===== src/rtl/i2c_target.sv =====
// I2C target responder: oversampled SCL/SDA, START/STOP detection, 7-bit address match,
// byte receive to a local consumer and byte transmit from a local producer over open-drain SDA.
module i2c_target #(
    parameter logic [6:0] ADDR = 7'h50
) (
    input  logic       clock,
    input  logic       reset,
    input  logic       scl_in,
    input  logic       sda_in,
    output logic       sda_oe,
    output logic [7:0] rx_data,
    output logic       rx_valid,
    output logic       rx_first,
    output logic       tx_req,
    input  logic [7:0] tx_data,
    output logic       busy
);

    typedef enum logic [2:0] {
        S_IDLE, S_ADDR, S_ADDR_ACK, S_RX_BYTE, S_RX_ACK, S_TX_BYTE, S_TX_ACK, S_IGNORE
    } state_t;

    // Synchronizers are left out of reset so releasing reset never fabricates a bus edge.
    logic [1:0] scl_sync, sda_sync;
    logic       scl_hist, sda_hist;
    logic       scl_rise, scl_fall, start_det, stop_det;

    always_ff @(posedge clock) begin
        scl_sync <= {scl_sync[0], scl_in};
        sda_sync <= {sda_sync[0], sda_in};
        scl_hist <= scl_sync[1];
        sda_hist <= sda_sync[1];
    end

    always_ff @(posedge clock) begin
        if (reset) begin
            scl_rise  <= 1'b0;
            scl_fall  <= 1'b0;
            start_det <= 1'b0;
            stop_det  <= 1'b0;
        end else begin
            scl_rise  <= scl_sync[1] & ~scl_hist;
            scl_fall  <= ~scl_sync[1] & scl_hist;
            start_det <= scl_sync[1] & scl_hist & ~sda_sync[1] & sda_hist;
            stop_det  <= scl_sync[1] & scl_hist & sda_sync[1] & ~sda_hist;
        end
    end

    state_t     state, state_n;
    logic [2:0] bit_cnt, bit_cnt_n;
    logic [7:0] shift, shift_n;
    logic [7:0] rx_data_n;
    logic       rw, rw_n, full, full_n;
    logic       sda_oe_n, rx_valid_n, rx_first_n, tx_req_n;

    always_ff @(posedge clock) begin
        if (reset) begin
            state    <= S_IDLE;
            bit_cnt  <= '0;
            shift    <= '0;
            rw       <= 1'b0;
            full     <= 1'b0;
            sda_oe   <= 1'b0;
            rx_data  <= '0;
            rx_valid <= 1'b0;
            rx_first <= 1'b0;
            tx_req   <= 1'b0;
        end else begin
            state    <= state_n;
            bit_cnt  <= bit_cnt_n;
            shift    <= shift_n;
            rw       <= rw_n;
            full     <= full_n;
            sda_oe   <= sda_oe_n;
            rx_data  <= rx_data_n;
            rx_valid <= rx_valid_n;
            rx_first <= rx_first_n;
            tx_req   <= tx_req_n;
        end
    end

    // sda_hist is the SDA level aligned with the registered SCL strobes.
    always_comb begin
        state_n    = state;
        bit_cnt_n  = bit_cnt;
        shift_n    = shift;
        rw_n       = rw;
        full_n     = full;
        sda_oe_n   = sda_oe;
        rx_data_n  = rx_data;
        rx_valid_n = 1'b0;
        rx_first_n = rx_first;
        tx_req_n   = 1'b0;
        if (start_det) begin
            state_n   = S_ADDR;
            sda_oe_n  = 1'b0;
            bit_cnt_n = '0;
            full_n    = 1'b0;
        end else if (stop_det) begin
            state_n  = S_IDLE;
            sda_oe_n = 1'b0;
            full_n   = 1'b0;
        end else begin
            case (state)
                S_ADDR: begin
                    if (scl_rise) begin
                        shift_n   = {shift[6:0], sda_hist};
                        bit_cnt_n = bit_cnt + 3'd1;
                        if (bit_cnt == 3'd7) full_n = 1'b1;
                    end else if (scl_fall && full) begin
                        full_n = 1'b0;
                        if (shift[7:1] == ADDR) begin
                            sda_oe_n = 1'b1;
                            rw_n     = shift[0];
                            tx_req_n = shift[0];
                            state_n  = S_ADDR_ACK;
                        end else begin
                            state_n = S_IGNORE;
                        end
                    end
                end
                S_ADDR_ACK: begin
                    if (scl_fall) begin
                        bit_cnt_n = '0;
                        if (rw) begin
                            shift_n  = tx_data;
                            sda_oe_n = ~tx_data[7];
                            state_n  = S_TX_BYTE;
                        end else begin
                            sda_oe_n   = 1'b0;
                            rx_first_n = 1'b1;
                            state_n    = S_RX_BYTE;
                        end
                    end
                end
                S_RX_BYTE: begin
                    if (scl_rise) begin
                        shift_n   = {shift[6:0], sda_hist};
                        bit_cnt_n = bit_cnt + 3'd1;
                        if (bit_cnt == 3'd7) begin
                            rx_data_n  = {shift[6:0], sda_hist};
                            rx_valid_n = 1'b1;
                            full_n     = 1'b1;
                        end
                    end else if (scl_fall && full) begin
                        full_n   = 1'b0;
                        sda_oe_n = 1'b1;
                        state_n  = S_RX_ACK;
                    end
                end
                S_RX_ACK: begin
                    if (scl_fall) begin
                        sda_oe_n   = 1'b0;
                        rx_first_n = 1'b0;
                        bit_cnt_n  = '0;
                        state_n    = S_RX_BYTE;
                    end
                end
                S_TX_BYTE: begin
                    if (scl_fall) begin
                        bit_cnt_n = bit_cnt + 3'd1;
                        if (bit_cnt == 3'd7) begin
                            sda_oe_n = 1'b0;
                            tx_req_n = 1'b1;
                            state_n  = S_TX_ACK;
                        end else begin
                            shift_n  = {shift[6:0], 1'b0};
                            sda_oe_n = ~shift[6];
                        end
                    end
                end
                S_TX_ACK: begin
                    if (scl_rise) begin
                        if (sda_hist) state_n = S_IGNORE;
                        else          full_n  = 1'b1;
                    end else if (scl_fall && full) begin
                        full_n    = 1'b0;
                        shift_n   = tx_data;
                        sda_oe_n  = ~tx_data[7];
                        bit_cnt_n = '0;
                        state_n   = S_TX_BYTE;
                    end
                end
                S_IDLE, S_IGNORE: ;
                default: state_n = S_IDLE;
            endcase
        end
    end

    always_comb begin
        busy = 1'b0;
        case (state)
            S_ADDR_ACK, S_RX_BYTE, S_RX_ACK, S_TX_BYTE, S_TX_ACK: busy = 1'b1;
            default: busy = 1'b0;
        endcase
    end

endmodule


===== config.mk =====
export PLATFORM = sky130hd
export DESIGN_NAME = i2c_target
export DESIGN_NICKNAME = d
export VERILOG_FILES = /design/src/rtl/i2c_target.sv
export SDC_FILE = /design/constraint.sdc
export NUM_CORES = 1
export LEC_CHECK = 0
export BUFFER_PORTS_ARGS = -buffer_cell sky130_fd_sc_hd__buf_2
export CORE_MARGIN = 2
export CORE_UTILIZATION = 37
export CTS_CLUSTER_DIAMETER = 100
export DETAILED_ROUTE_END_ITERATION = 8
export SLEW_MARGIN = 15
export SYNTH_ARGS = -nofsm -noshare
export SYNTH_HDL_FRONTEND = slang
export SYNTH_SLANG_ARGS = --single-unit

===== constraint.sdc =====
create_clock -name clock -period 4.3 [get_ports clock]
set_input_delay 1.075 -clock clock [delete_from_list [all_inputs] [get_ports clock]]
set_output_delay 1.075 -clock clock [all_outputs]
set_load 0.01 [all_outputs]

==> qor.yml <==
totalWireLength_mm: 3.859
synth_seq_area_share_pct: 43.18
synth_warnings: 0
die_h_um: 73
status: "completed"
clk_latency_ns: 0.30
synthFlopType: "dfxtp_1"
crit_type: "flop to output port"
drtIter0Drc: 114
final_cell_mix: "dfxtp_1 (38), nor2_1 (27), buf_2 (24)"
antenna_found_initial: 0
drive_above_1_share_pct: 15.98
via_per_inst: 5.542
whs_ns: 0.3302
n_antenna_cell: 0
drcViolationCount: 0
grt_first_pass_wirelength_mm: 6.465
fin_worst_skew_ns: 0.006950
clk_pin_slew_ns: 0.08
dpl_cell_area_um2: 1902
avgSynthCellArea_um2: 8.853
netlist_instances: 199
syn_to_final_growth_pct: 15.77
cts_buffer_depth: 2
ant_nets: 0
post_cts_buffers: 0
design_area_um2: 2039
timing.rr.end: "shift[5]"
finalCriticalPeriod_ns: 2.655
gp_congestion: 0.8615
reg2reg_depth: 5
cts_inserted_buffers: 5
holdCritPathClass: "flop to flop"
synth_area_um2: 1762
cts_resized: 0
syn_nets: 213
hold-path-endpoint: "sda_sync[1]"
drv_slew: 0
fin_crit_sh_pct: 61.75
cts_hold_buf: 0
design.die.area_um2: 5329
fp.dieW_um: 73
finalNetCount: 232
portBuffers: 24
hold_viol_final: 0
irDropWorstVdd_v: 0.0002172
reg2reg_setup_slack_ns: 1.79
ys_async_sr_fraction_pct: 0
cts.sinks: 38
fin_tns_setup_ns: 0
overflow: 0
dpl.hpwl_mm: 2.674
critPathArrivalTime_ns: 1.58
cp_max_fo: 23
drt_pass1_iterations: 4
ys_types: 47
worstMarginPinSlew_ns: 1.021
drv_cap: 0
setup_viol: 0
wl_per_cell_um: 14.14
grt_max_degree: 30
rsz0062_at_grt: "no"
num_vias: 1513
synth_edf_count: 0
cellPowerDensity_nw_per_um2: 506.5
htree_levels: 2
start_util_pct: 37.80
root_buffer: "clkbuf_8"
fmax_ghz: 0.3766
ys_ff_latch: 38
final_common_cell: "dfxtp_1"
total_power_uw: 1033
hold_depth: 0
end_kind: "output port"
core_um2: 4661
fp-row-count: 25
tritoncts: "built"
cp.required_ns: 3.22
r2r-start: "state[0]"
min_from: "sda_sync[0]"
ios: 25
slew_headroom_pct: 31.82
p_leak_uw: 0.0008215
cp-start-kind: "flop"
grt_usage_pct: 15.87
grt_pass1_vias: 1371
==> report_power, final <==
part	internal, µW	switching [µW]
clock	232	138
sequential	380	56.7
combinational	101	125
total	713	320
==> critical path, stage by stage, from the launching register on <==
cell and delay, ns:
dfxtp_1 0.78, nor2_1 0.18, nor2_1 0.17, buf_2 0.15
==> synth_stat cells, types with 2 or more instances <==
cell type / instances / area, µm²
a31oi_1: 2 / 12.51
nand2b_1: 5 / 31.28
a21oi_1: 9 / 45.04
clkbuf_1: 8 / 30.03
or3_1: 4 / 25.02
nor3b_1: 6 / 45.04
nor2_1: 27 / 101.4
buf_1: 2 / 7.510
nand3_1: 3 / 15.01
a211oi_1: 13 / 97.59
inv_1: 2 / 7.510
mux2i_1: 15 / 150.1
a211o_1: 2 / 17.52
dfxtp_1: 38 / 760.7
nor3_1: 5 / 25.02
nor4_1: 3 / 18.77
nand2_1: 16 / 60.06
or3b_1: 2 / 17.52
buf_2: 2 / 10.01
and3_1: 2 / 12.51
o31ai_1: 2 / 15.01
nor2b_1: 4 / 25.02
o21ai_0: 2 / 10.01
ha_1: 2 / 25.02
==> per-stage QoR <==
stage	util (%)	setup slack, ns	instances
floorplan	-	2.112	199
detailed placement	40.81	1.840	265
finish	43.76	1.645	273
global route	43.76	1.478	273
CTS	43.76	1.659	273
global placement	40.81	1.886	265
==> flip-flops by register name (all words and copies together) (netlist names) <==
signal	count
scl_fall	1
bit_cnt	3
start_det	1
rx_valid	1
scl_rise	1
sda_sync	2
rx_data	8
rx_first	1
scl_hist	1
rw	1
shift	8
full	1
sda_hist	1
tx_req	1
scl_sync	2
sda_oe	1
state	3
stop_det	1
==> worst max path at each step <==
stage | start | slack, ns | cells past startpoint | to
global placement | state[0] | 1.89 | 5 | shift[0]
finish | state[2] | 1.64 | 3 | busy
detailed placement | state[0] | 1.84 | 5 | shift[1]
floorplan | state[1] | 2.11 | 4 | busy
global route | state[0] | 1.48 | 5 | shift[6]
CTS | state[2] | 1.66 | 3 | busy
==> cell type report <==
type / count / area, µm²
fill: 470 / 2621
multi-input combinational: 146 / 942.2
sequential: 38 / 760.7
timing repair buffer: 24 / 120.1
clock buffer: 5 / 68.82
clock inverter: 3 / 68.82
tap: 54 / 67.56
inverter: 3 / 11.26
==> kinds of logic (layout without fill, tap and decap cells) <==
group	Yosys count	after routing	share of synthesized area [%]
simple gates	85	85	25.36
compound gates	44	44	18.18
flops	38	38	43.18
mux	15	15	8.523
buf+inv	15	35	3.338
fa+ha+maj	2	2	1.420
==> layer usage <==
layer	up-vias	GRT usage, %	share of wire, %	routed length, µm
met2	39	23.92	45	1725
met5	-	0	0	0
met3	8	3.867	4.9	189
met4	0	6.996	1.8	71
met1	695	21.43	49	1872
li1	771	-	-	-
Power figures use the tool's default switching activity.
